### config.mk
export PLATFORM = sky130hd
export DESIGN_NAME = fetch_unit
export DESIGN_NICKNAME = d
export VERILOG_FILES = /design/src/rtl/fetch_unit_pkg.sv /design/src/rtl/fetch_queue.sv /design/src/rtl/fetch_unit.sv
export SDC_FILE = /design/constraint.sdc
export NUM_CORES = 1
export LEC_CHECK = 0
export CORE_UTILIZATION = 40
export CTS_CLUSTER_SIZE = 28
export DETAILED_ROUTE_END_ITERATION = 12
export PLACE_DENSITY = 0.66
export SYNTH_ARGS = -nofsm -noshare
export SYNTH_HDL_FRONTEND = slang
export SYNTH_SLANG_ARGS = --single-unit
export TNS_END_PERCENT = 5
### constraint.sdc
create_clock -name clk -period 5.5 [get_ports clk]
set_input_delay 0.825 -clock clk [delete_from_list [all_inputs] [get_ports clk]]
set_output_delay 0.825 -clock clk [all_outputs]
set_load 0.02 [all_outputs]
### src/rtl/fetch_unit_pkg.sv
// Shared types and constants for the instruction-fetch front end.
// Bubble is the canonical NOP (addi x0, x0, 0) shown to decode when nothing is valid.
package fetch_unit_pkg;

    localparam logic [31:0] Bubble = 32'h0000_0013;

    typedef struct packed {
        logic [31:0] addr;
    } fetch_req_t;

    typedef struct packed {
        logic [31:0] data;
    } fetch_resp_t;

    typedef struct packed {
        logic [31:0] pc;
        logic [31:0] inst;
    } fetch_to_decode_t;

    localparam int unsigned FetchToDecodeW = $bits(fetch_to_decode_t);

    function automatic logic [31:0] next_pc(input logic [31:0] pc);
        return pc + 32'd4;
    endfunction

endpackage

### src/rtl/fetch_queue.sv
// Synchronous FIFO with flush, occupancy count and full/empty flags.
// DEPTH need not be a power of two; pointers wrap explicitly.
module fetch_queue #(
    parameter int unsigned WIDTH = 32,
    parameter int unsigned DEPTH = 4,
    localparam int unsigned PtrW = (DEPTH > 1) ? $clog2(DEPTH) : 1,
    localparam int unsigned CntW = $clog2(DEPTH) + 1
) (
    input  logic             clk,
    input  logic             reset,
    input  logic             flush,
    input  logic             push,
    input  logic [WIDTH-1:0] push_data,
    input  logic             pop,
    output logic [WIDTH-1:0] pop_data,
    output logic [CntW-1:0]  count,
    output logic             full,
    output logic             empty
);

    logic [WIDTH-1:0] mem_q [DEPTH];
    logic [PtrW-1:0]  rd_ptr_q, rd_ptr_d;
    logic [PtrW-1:0]  wr_ptr_q, wr_ptr_d;
    logic [CntW-1:0]  count_q, count_d;
    logic             do_push, do_pop;

    function automatic logic [PtrW-1:0] ptr_inc(input logic [PtrW-1:0] p);
        return (p == PtrW'(DEPTH - 1)) ? '0 : p + PtrW'(1);
    endfunction

    assign empty    = (count_q == '0);
    assign full     = (count_q == CntW'(DEPTH));
    assign count    = count_q;
    assign pop_data = mem_q[rd_ptr_q];

    // A push into a full queue is accepted only when the head leaves in the same cycle.
    assign do_pop  = pop && !empty && !flush;
    assign do_push = push && (!full || do_pop) && !flush;

    always_comb begin
        rd_ptr_d = rd_ptr_q;
        wr_ptr_d = wr_ptr_q;
        count_d  = count_q;
        if (flush) begin
            rd_ptr_d = '0;
            wr_ptr_d = '0;
            count_d  = '0;
        end else begin
            if (do_push) wr_ptr_d = ptr_inc(wr_ptr_q);
            if (do_pop)  rd_ptr_d = ptr_inc(rd_ptr_q);
            case ({do_push, do_pop})
                2'b10:   count_d = count_q + CntW'(1);
                2'b01:   count_d = count_q - CntW'(1);
                default: count_d = count_q;
            endcase
        end
    end

    always_ff @(posedge clk or posedge reset) begin
        if (reset) begin
            rd_ptr_q <= '0;
            wr_ptr_q <= '0;
            count_q  <= '0;
        end else begin
            rd_ptr_q <= rd_ptr_d;
            wr_ptr_q <= wr_ptr_d;
            count_q  <= count_d;
        end
    end

    always_ff @(posedge clk) begin
        if (do_push) mem_q[wr_ptr_q] <= push_data;
    end

endmodule

### src/rtl/fetch_unit.sv
// Instruction-fetch front end: pipelined imem requests, in-order response tagging,
// instruction queue to decode, and redirect flush with stale-response dropping.
module fetch_unit
    import fetch_unit_pkg::*;
#(
    parameter logic [31:0] RESET_PC        = 32'h0000_0000,
    parameter int unsigned QUEUE_DEPTH     = 4,
    parameter int unsigned MAX_OUTSTANDING = 2,
    localparam int unsigned CntW = $clog2(QUEUE_DEPTH) + 1,
    localparam int unsigned OutW = $clog2(MAX_OUTSTANDING) + 1
) (
    input  logic            clk,
    input  logic            reset,
    input  logic            redirect_valid,
    input  logic [31:0]     redirect_pc,
    output logic            imem_req_valid,
    output logic [31:0]     imem_req_addr,
    input  logic            imem_req_ready,
    input  logic            imem_resp_valid,
    input  logic [31:0]     imem_resp_data,
    output logic            dec_valid,
    input  logic            dec_ready,
    output logic [31:0]     dec_pc,
    output logic [31:0]     dec_inst,
    output logic [CntW-1:0] queue_count
);

    logic [31:0]      fetch_pc_q, fetch_pc_d;
    logic [OutW-1:0]  outstanding_q, outstanding_d;
    logic [OutW-1:0]  drop_q, drop_d;

    fetch_req_t       req;
    fetch_resp_t      resp;
    fetch_to_decode_t q_push_data, q_head;

    logic             issue_ok, req_fire, resp_ok, resp_keep, deq;
    logic [31:0]      credit_used;
    logic [31:0]      tag_head;
    logic [OutW-1:0]  tag_count;
    logic             tag_full, tag_empty;
    logic [CntW-1:0]  q_count;
    logic             q_full, q_empty;

    assign req.addr  = fetch_pc_q;
    assign resp.data = imem_resp_data;

    // Every in-flight response must already own a free queue slot.
    assign credit_used = 32'(outstanding_q) + 32'(q_count);
    assign issue_ok    = !reset && !redirect_valid && (drop_q == '0) &&
                         (32'(outstanding_q) < MAX_OUTSTANDING) && (credit_used < QUEUE_DEPTH);

    assign req_fire  = issue_ok && imem_req_ready;
    assign resp_ok   = imem_resp_valid && (outstanding_q != '0);
    assign resp_keep = resp_ok && !redirect_valid && (drop_q == '0);

    assign dec_valid = !q_empty && !redirect_valid;
    assign deq       = dec_valid && dec_ready;

    assign q_push_data = '{pc: tag_head, inst: resp.data};

    always_comb begin
        fetch_pc_d    = fetch_pc_q;
        outstanding_d = outstanding_q;
        drop_d        = drop_q;
        if (redirect_valid) begin
            // Nothing issues this cycle, so whatever is still in flight afterwards is stale.
            fetch_pc_d    = redirect_pc;
            outstanding_d = outstanding_q - OutW'(resp_ok);
            drop_d        = outstanding_d;
        end else begin
            if (req_fire) fetch_pc_d = next_pc(fetch_pc_q);
            outstanding_d = outstanding_q + OutW'(req_fire) - OutW'(resp_ok);
            if (resp_ok && (drop_q != '0)) drop_d = drop_q - OutW'(1);
        end
    end

    always_ff @(posedge clk or posedge reset) begin
        if (reset) begin
            fetch_pc_q    <= RESET_PC;
            outstanding_q <= '0;
            drop_q        <= '0;
        end else begin
            fetch_pc_q    <= fetch_pc_d;
            outstanding_q <= outstanding_d;
            drop_q        <= drop_d;
        end
    end

    fetch_queue #(
        .WIDTH (32),
        .DEPTH (MAX_OUTSTANDING)
    ) u_tag_fifo (
        .clk       (clk),
        .reset     (reset),
        .flush     (redirect_valid),
        .push      (req_fire),
        .push_data (fetch_pc_q),
        .pop       (resp_keep),
        .pop_data  (tag_head),
        .count     (tag_count),
        .full      (tag_full),
        .empty     (tag_empty)
    );

    fetch_queue #(
        .WIDTH (FetchToDecodeW),
        .DEPTH (QUEUE_DEPTH)
    ) u_inst_queue (
        .clk       (clk),
        .reset     (reset),
        .flush     (redirect_valid),
        .push      (resp_keep),
        .push_data (q_push_data),
        .pop       (deq),
        .pop_data  (q_head),
        .count     (q_count),
        .full      (q_full),
        .empty     (q_empty)
    );

    assign imem_req_valid = issue_ok;
    assign imem_req_addr  = req.addr;
    assign dec_pc         = dec_valid ? q_head.pc : '0;
    assign dec_inst       = dec_valid ? q_head.inst : Bubble;
    assign queue_count    = q_count;

    resp_without_request: assert property (@(posedge clk) disable iff (reset)
        imem_resp_valid |-> (outstanding_q != '0));

    tag_no_overflow: assert property (@(posedge clk) disable iff (reset)
        req_fire |-> !tag_full);

    tag_present_for_resp: assert property (@(posedge clk) disable iff (reset)
        resp_keep |-> !tag_empty);

    queue_no_overflow: assert property (@(posedge clk) disable iff (reset)
        resp_keep |-> (!q_full || deq));

    tags_track_live_requests: assert property (@(posedge clk) disable iff (reset)
        (drop_q == '0) |-> (tag_count == outstanding_q));

endmodule

==> impl_results.md <==
- Outcome: finished clean
- Leakage: around 0.0061 uW
- RSZ-0062 raised after global routing: false
- Cells after Synth: 848
- Vias post-DR: 8157
- Worst Path Required: 4.68 ns
- Most numerous cell in the Yosys netlist: edfxtp_1
- Crit share post-route: 72.8%
- Clk sinks: roughly 370
- Initial core utilization: 40.7%
- CTS tree: built
- Synth Flop Type: edfxtp_1
- Post-route cell area: ~0.018 mm2
- Initial antenna violation count: 1
- PwrDens: 347 mW/mm2
- DR WL/cell: 20.8 um
- Global-route wire length before repair: ~49 mm
- Root buf cell: clkbuf_16
- Core area: 0.0367 mm2
- Storage cell area: 0.0108 mm2
- Worst r2r src: drop_q[0]
- Final WS setup: 1.50 ns
- Synth async-reset ratio: between 10 and 15%
- Core Util, Final: roughly 50%
- Flops & latches, synth: 367
- Area leader, netlist: edfxtp_1
- Worst reg2reg path endpoint: u_inst_queue.mem_q[1][6]
- Tmin final: 4.00 ns
- P&R area growth vs syn: 23.4%
- Hold path cells: 0
- Worst R2R Path Depth: 6
- Fmax: ~0.25 GHz
- RD Place Congestion: about 0.76
- Actual slew at the worst max-slew pin: 1.09 ns
- Critical path data arrival time: 3.18 ns
- Mapped Nets: 930
- Post-CTS setup buffers: 0
- Setup violations, final: 0
- Worst ir drop on vdd: 179 uV
- Slew Limit Fails: 0
- Worst path slowest cell: dfrtp_4
- Std cell rows: 70
- # hold bufs at CTS: 0
- Post-synth top cells: 320 x edfxtp_1, 68 x and2_1, 64 x mux4_2, 51 x nand2_1, 47 x dfrtp_1
- Seq/Total Area, Yosys: about 72%
- Synth warn: 0
- Top-area cell type share of the netlist area: 64.4%
- Port buffer count: 170
- TritonCTS Buffers: 38
- DRC violations left: 0
- Hold Path End: u_tag_fifo.mem_q[1][0]
- Critical-path cell list: buf_12 > mux4_2 > or3_1 > clkdlybuf4s50_1
- Vias in the first global route: 8239
- Detailed Place HPWL: 19.3 mm
- Post-cts resize count: 0
- Setup crit start kind: flip-flop
- Fraction of layout cells with a size suffix above 1: 18.2%
- DRT iter0 DRCs: 596
- Die Ht: 195 um
- Grt ovf: 0
- Hold_ws: 0.493 ns
- Pre-CTS WS: 1.76 ns
- GRT Resource Usage Total: 17.0%
- Fin nets: 1111
- Synth Area per Inst: 17.6 um2
- Fillers: roughly 3000
- Worst min-delay path startpoint: imem_req_addr[0]
- FF-to-FF setup slack: about 2.5 ns
- Antenna cell count: 0
- Worst Skew: ~0.016 ns
- Cell Area, Placed: 0.0172 mm2
- Top post-synthesis cells by area: edfxtp_1 64%, mux4_2 9.7%, dfrtp_1 7.9%
- Maximum fanout along the worst path: 42
- DR vias/cell: around 5.3
- Final WL: around 32 mm
- Worst-skew pair later-pin latency: 0.52 ns
- CTS clk-pin slew, worst paths: approximately 0.06 ns
- Drt pass-1 iters: 5
- EDFF count, synth: 320
- Final TNS setup: 0 ns
- DRT antenna net count: 0
- Die W: roughly 200 um
- Number of top-level pins: 171
- Largest net degree at the start of global routing: 65
- Worst Hold Class: flip-flop to flip-flop
- Number of max-cap violations: 0
- Worst setup path category: flip-flop to primary output
- CTS H-Tree Depth: 2
- Final hold vios: 0
- Die Footprint: between 0.03 and 0.04 mm2
- Multi-input logic area: 0.00391 mm2
- Clock Path Buffers: 3
- Relative slew slack: 27.2%
- Slowest stage delay, CP: 0.80 ns
- Mapped Area: 0.0149 mm2
- Synth cell types: 57
- Critical Path Sink Type: primary output
## cell type report
| type | count | area share (%) |
|---|---|---|
| clock inverter | 17 | 0.734 |
| timing repair buffer | 184 | 9.85 |
| multi-input combinational | 424 | 21.2 |
| inverter | 14 | 0.285 |
| tap | 468 | 3.18 |
| clock buffer | 52 | 6.13 |
| sequential | 367 | 58.6 |
## metal layers
layer / share of wire [%] / routed length [um] / up-vias / GRT usage, %
met5: 0 / 0 / - / 0
met4: 1.9 / 608 / 0 / 4.43
met2: 49 / 15500 / 269 / 28.2
met3: 4.9 / 1570 / 45 / 2.83
li1: - / - / 3703 / -
met1: 44 / 14100 / 4140 / 23.4
## cells in the final DEF, fill, tap and decap left out, drive strengths merged, types with 15 or more instances in the layout
| master | n |
|---|---|
| clkdlybuf4s50 | 169 |
| nand3 | 20 |
| clkbuf | 52 |
| mux2 | 34 |
| dfrtp | 47 |
| and2 | 68 |
| edfxtp | 320 |
| o21ai | 27 |
| mux4 | 64 |
| buf | 15 |
| inv | 15 |
| nor2 | 28 |
| nand2 | 51 |
## flip-flops by register name, summed over array words and instances (netlist names)
| name | count |
|---|---|
| u_tag_fifo.mem_q | 64 |
| imem_req_addr | 32 |
| outstanding_q | 2 |
| u_tag_fifo.rd_ptr_q | 1 |
| u_inst_queue.count | 3 |
| u_tag_fifo.wr_ptr_q | 1 |
| u_inst_queue.mem_q | 256 |
| u_inst_queue.wr_ptr_q | 2 |
| u_tag_fifo.count | 2 |
| drop_q | 2 |
| u_inst_queue.rd_ptr_q | 2 |
## where the power goes
part / internal [uW] / total (uW) / switching, uW
sequential: 3130 / 3230 / 105
clock: 1530 / 2550 / 1020
combinational: 295 / 611 / 315
total: 4950 / 6390 / 1440
## per-stage QoR
stage | total power (uW) | std cells
finish | 6390 | 1526
global placement | 3900 | 1457
CTS | 6470 | 1526
global route | 6620 | 1526
floorplan | 3620 | 848
detailed placement | 3910 | 1457
## worst max path at each step
stage / from / endpoint / slack [ns] / depth (start not counted)
2_1_floorplan: redirect_valid / u_tag_fifo.mem_q[0][0] / 1.12 / 5
3_3_place_gp: redirect_valid / dec_pc[27] / 1.85 / 5
3_5_place_dp: redirect_valid / dec_pc[18] / 1.76 / 5
4_1_cts: u_inst_queue.rd_ptr_q[0] / dec_inst[4] / 1.41 / 4
5_1_grt: u_inst_queue.rd_ptr_q[0] / dec_inst[4] / 1.32 / 4
6_report: u_inst_queue.rd_ptr_q[0] / dec_inst[1] / 1.50 / 4
## cells by family (layout without fill, tap and decap cells)
group,Yosys count,after routing,share of synthesized area (%)
muxes,104,104,12.6
buffers and inverters,57,267,1.71
and+or+nand+nor,219,219,8.12
adders and majority gates,12,12,1.06
xor gates and xnor gates,11,11,0.645
DFF,367,367,72.2
AOI/OAI and AO/OA,78,78,3.60
## critical path, delay by kind of cell (launching register included)
family	cells	cell delay, ns
buffers and inverters	2	0.95
DFF	1	0.80
muxes	1	0.54
and+or+nand+nor	1	0.34
Power figures use the tool's default switching activity.
